`src/rtl/button_debounce.sv`:
```
// Push-button debouncer: 4-state FSM that accepts a new level only after it has been stable for CNT_MAX cycles.
// Optional two-flop input synchronizer enabled by defining DEBOUNCE_SYNC_EN.
module button_debounce #(
  parameter int CNT_MAX = 1000000,
  parameter int CNT_W   = $clog2(CNT_MAX)
) (
  input  logic clk,
  input  logic rst,
  input  logic button,
  output logic button_db,
  output logic busy
);

  localparam logic [1:0] IDLE_LO = 2'd0;
  localparam logic [1:0] WAIT_HI = 2'd1;
  localparam logic [1:0] IDLE_HI = 2'd2;
  localparam logic [1:0] WAIT_LO = 2'd3;

  localparam logic [CNT_W-1:0] CNT_LAST = CNT_W'(CNT_MAX - 1);
  localparam logic [CNT_W-1:0] CNT_ONE  = CNT_W'(1);

  logic s;

`ifdef DEBOUNCE_SYNC_EN
  localparam int SYNC_STAGES = 2;
  logic [SYNC_STAGES-1:0] sync_reg;

  generate
    for (genvar gi = 0; gi < SYNC_STAGES; gi++) begin : g_sync
      if (gi == 0) begin : g_first
        always_ff @(posedge clk) begin
          if (rst) sync_reg[gi] <= 1'b0;
          else     sync_reg[gi] <= button;
        end
      end else begin : g_next
        always_ff @(posedge clk) begin
          if (rst) sync_reg[gi] <= 1'b0;
          else     sync_reg[gi] <= sync_reg[gi-1];
        end
      end
    end
  endgenerate

  assign s = sync_reg[SYNC_STAGES-1];
`else
  assign s = button;
`endif

  logic [1:0]       state_reg, state_next;
  logic [CNT_W-1:0] cnt_reg, cnt_next;
  logic             db_reg, db_next;

  always_comb begin
    state_next = state_reg;
    cnt_next   = cnt_reg;
    db_next    = db_reg;
    case (state_reg)
      IDLE_LO: begin
        if (s) begin
          state_next = WAIT_HI;
          cnt_next   = CNT_ONE;
        end else begin
          cnt_next = '0;
        end
      end
      WAIT_HI: begin
        // A single sample back at the accepted level aborts the candidate.
        if (!s) begin
          state_next = IDLE_LO;
          cnt_next   = '0;
        end else if (cnt_reg == CNT_LAST) begin
          state_next = IDLE_HI;
          db_next    = 1'b1;
          cnt_next   = '0;
        end else begin
          cnt_next = cnt_reg + CNT_ONE;
        end
      end
      IDLE_HI: begin
        if (!s) begin
          state_next = WAIT_LO;
          cnt_next   = CNT_ONE;
        end else begin
          cnt_next = '0;
        end
      end
      WAIT_LO: begin
        if (s) begin
          state_next = IDLE_HI;
          cnt_next   = '0;
        end else if (cnt_reg == CNT_LAST) begin
          state_next = IDLE_LO;
          db_next    = 1'b0;
          cnt_next   = '0;
        end else begin
          cnt_next = cnt_reg + CNT_ONE;
        end
      end
      default: begin
        state_next = IDLE_LO;
        cnt_next   = '0;
        db_next    = 1'b0;
      end
    endcase
  end

  always_ff @(posedge clk) begin
    if (rst) begin
      state_reg <= IDLE_LO;
      cnt_reg   <= '0;
      db_reg    <= 1'b0;
    end else begin
      state_reg <= state_next;
      cnt_reg   <= cnt_next;
      db_reg    <= db_next;
    end
  end

  assign button_db = db_reg;
  assign busy      = (state_reg == WAIT_HI) || (state_reg == WAIT_LO);

endmodule

```
`config.mk`:
```
export PLATFORM = sky130hd
export DESIGN_NAME = button_debounce
export DESIGN_NICKNAME = d
export VERILOG_FILES = /design/src/rtl/button_debounce.sv
export SDC_FILE = /design/constraint.sdc
export NUM_CORES = 1
export LEC_CHECK = 0
export ABC_CLOCK_PERIOD_IN_PS = 3000
export BUFFER_PORTS_ARGS = -buffer_cell sky130_fd_sc_hd__clkbuf_2
export CAP_MARGIN = 25
export CORE_UTILIZATION = 50
export CTS_CLUSTER_SIZE = 8
export DETAILED_ROUTE_END_ITERATION = 8
export GPL_TIMING_DRIVEN = 0
export HOLD_SLACK_MARGIN = 0.06
export PLACE_DENSITY = 0.69
export SYNTH_ARGS = -nofsm -noshare
export SYNTH_HDL_FRONTEND = slang
export SYNTH_SLANG_ARGS = --single-unit
```
`constraint.sdc`:
```
create_clock -name clk -period 3 [get_ports clk]
set_clock_uncertainty 0.1 [all_clocks]
set_input_delay 0.6 -clock clk [delete_from_list [all_inputs] [get_ports clk]]
set_output_delay 0.6 -clock clk [all_outputs]
set_load 0.05 [all_outputs]
```
Word-level counts from Yosys, hierarchy flattened
Index checks and enable logic that the tools add are counted.

Add/sub/neg operators: 1. Equal/unequal tests: 12. Multiplexer cells: 18. Reduce and logical (&&, ||, !) cells: 5.

Operators with widths (number): $pmux W20 S4 (1); $mux W20 (3); $add A20 B1 Y20 const B (1); $eq A20 B20 Y1 const B (1); $mux W2 (6); $ne A2 B2 Y1 const B (6); $pmux W2 S4 (1); $mux W1 (6); $ne A3 B3 Y1 const B (2); $reduce_and A5 Y1 (1); $eq A2 B2 Y1 const B (2); $reduce_and A4 Y1 (1); $eq A2 B1 Y1 const B (1); $logic_not A2 Y1 (1); $pmux W1 S2 (1); $reduce_bool A2 Y1 (1); $logic_or A1 B1 Y1 (1).

Register bits: 23. Bits of input ports: 3. Output and inout port bits: 2.

Depth between registers and ports, before layout
Word-level depth: 4. Depth in mapped cells: 6. Gate-level depth less buffers: 5.

Least setup slack after synthesis
OpenSTA, ideal clock, no wires.

Kind: flip-flop to flip-flop. Start point: reg cnt_reg[0]. End point: reg cnt_reg[10]. Arrival time: 1.601 ns. Data required time: 2.785 ns. Path slack: 1.184 ns. Cell stages (with the launch flop): 7. Path buffers: 1. Clock period less this slack: 1.816 ns. Path through: dfxtp_1 ha_1 nand2_1 or3_4 o2111ai_4 buf_6 nor2_1.

Cells in the longest elaborated chain, start to end: 4. Elaborated cells between the ends (all ways): 6. Classes of those cells: add/sub: 1; eq/ne: 1; mux: 4.

RTL lines: start, declared (line 50) `logic [CNT_W-1:0] cnt_reg, cnt_next;`; start signal, assigned (line 114) `cnt_reg <= cnt_next;`; $add A20 B1 Y20 or $eq A20 B20 Y1 (tied branches); $mux W20 * (line 71, 91); $mux W20, on equally long branches (line 88, 68); $pmux W20 S4 * (line 57) `case (state_reg)`.

Every way passes the cells marked *; elsewhere a longest branch is shown, timed or not. A chain may end at the register's enable or synchronous reset.

Worst setup path after layout
Start point: reg cnt_reg[0]. End point: reg cnt_reg[6].

The elaborated chain is that of the path after synthesis.

==> summary.txt <==
Syn nets - 128
Leak - 0.381 nW
Peak VDD IR - 0.214 mV
Top-count cell post-synth - dfxtp_1
GR Util All Layers - 20.8%
Setup repair after global routing missed its margin - no
Overflow after GRT - 0
Synth cell count leaders - dfxtp_1, nor2_1, nand3_1, xor2_1
Data required, critical path - 3120 ps
Period minus WS final - 2160 ps
# IOs - 5
Fin. max-slew vios - 0
Post-CTS sizing - 0
Post-route clock period utilization - 72.2%
Post-Syn Area per Cell - 8.98 µm²
Unique masters post-synth - 33
N_diodes - 0
Post-Synthesis Cells - 124
Inst Count DP - 155
Fin. Hold Viols - 0
CTS root buf - clkbuf_4
Critical path arrival - 2280 ps
Num rows - 16
Die footprint - 2420 µm²
Hold Path Class - in2reg
Worst slew margin - 75.0%
Core ar. - 2020 µm²
Largest net degree at the start of global routing - 13
Remaining routing DRC violations - 0
Sequential area share after synthesis - 41.3%
Overall die height - 49.2 µm
Final hold slack - 361 ps
Worst slew pin tran - 370 ps
Gp weighted congestion - 0.738
Vias in the first global route - 873
Post-synth EDFFs - 0
Cts bufs inserted - 3
Max-Cap Viols - 0
Layout cell share with drive strength beyond 1 - 12.1%
Total power - 0.478 mW
Routed wire per std cell - 13.2 µm
DR iter-0 viols - 33
Max Freq - 462 MHz
First-pass GRT wire length - 3.87 mm
DR vias/cell - 5.67
Routed vias - 901
Synth area leader - dfxtp_1
Worst path slowest cell - or3_4
Detail Route Antenna Nets - 0
Setup_tns - 0 ps
Syn-to-layout area delta - 7.19%
Power per Cell Area - 400 nW/µm²
Max reg flops - 20
Final WS setup - 835 ps
Mapped Area - 1110 µm²
Drt pass-1 iters - 4
Pre-CTS WS - 870 ps
Initial Util - 55.1%
Die Width - 49.2 µm
FF+latch count, synth - 23
Clk sink count - 23
Initial antenna violation count - 0
Nets - 137
Post-synth top flop - dfxtp_1
Detailed Place HPWL - 1.52 mm
Synth async-reset ratio - 0%
Status - finished clean
Worst-path clk slew - 130 ps
CP max stage delay - 450 ps
Clock latency on the worst-skew pair - 310 ps
WL final - 2.10 mm
Number of I/O port buffers - 4
Top cells by area, synth - dfxtp_1, xor2_1, nor2_1, nand3_1, xnor2_1
CTS Hold Bufs - 0
Critical Path End Type - flip-flop
Post-CTS setup buffer count - 0
Top-area cell type share of the netlist area - 41.3%
Worst path cell trace - ha_1, nand2_1, or3_4, o2111ai_4, buf_6, nor2_1
Critical path type - reg2reg
Max clock buf depth - 2
H-tree Lvls - 1
CTS tree - yes
Worst Path Max Fanout - 10
Post-route insts no fill - 159
Synth Warn # - 0
Setup violators final - 0
Critical path startpoint category - flip-flop
final cells by class:
type	count	area (µm²)
flip-flops and latches	23	460
repair buffers	4	20.0
multi-input cells	94	618
well taps	27	33.8
inverters	3	11.3
fillers	192	828
plain buffers	4	23.8
clock buffers	4	26.3
metal layers:
layer  up-vias  share of wire [%]  global-route usage (%)
met5         -                  0                       0
met4         0               0.81                    7.35
met3         2                3.3                    2.80
met2        14                 44                    31.3
met1       418                 52                    30.2
li1        467                  -                       -
cell usage in the layout, fill, tap and decap left out:
master and n:
dfxtp_1 23, nor2_1 15, nand3_1 11, xor2_1 9
nand2_1 7, a21oi_1 7, xnor2_1 5, and3_1 4
o21ai_0 4, nand4_1 4, nor3_1 4, clkbuf_2 4
clkbuf_1 3, or3_1 3, inv_1 3, o31ai_1 3
clkbuf_4 3, nor4b_1 2, or4_1 2, buf_2 1
and4_1 1, and4_4 1, nand4_4 1, and4bb_2 1
nand3_2 1, or3_4 1, o2111ai_4 1, buf_6 1
nor4bb_1 1, nor4_1 1, a31oi_1 1, and3_2 1
a21o_1 1, o21bai_1 1, ha_1 1
worst max-delay path, delay by kind of cell (launching register included):
family          cells  cell delay [ps]
simple gates        3              720
compound gates      1              360
flops               1              430
fa+ha+maj           1              270
buf+inv             1              200
cell families (layout without fill, tap and decap cells):
logic type      count (synthesis)  after routing  share of synthesized area, %
simple gates                   61             61                          32.1
flops                          23             23                          41.3
compound gates                 18             18                          11.2
xor+xnor                       14             14                          11.0
buf+inv                         7             15                          3.15
fa+ha+maj                       1              1                          1.12
where the power goes:
group,internal [mW],total (mW),switching [mW]
combinational,0.00662,0.0214,0.0148
sequential,0.308,0.311,0.00312
clock,0.0519,0.145,0.0930
total,0.367,0.478,0.111
path summary, 6_finish.rpt:
kind / from / end / slack (ps) / cells past startpoint
setup reg to reg: cnt_reg[0] / cnt_reg[6] / 840 / 6
setup / recovery: cnt_reg[0] / cnt_reg[6] / 840 / 6
hold reg to reg: cnt_reg[19] / cnt_reg[19] / 390 / 2
hold / removal: rst / flip-flop / 360 / 2
through the flow:
step	util [%]	area, µm²
finish	59.0	1190
global route	59.0	1190
CTS	59.0	1190
detailed placement	57.7	1170
global placement	57.7	1170
floorplan	-	1110
(Power assumes the default switching activity.)
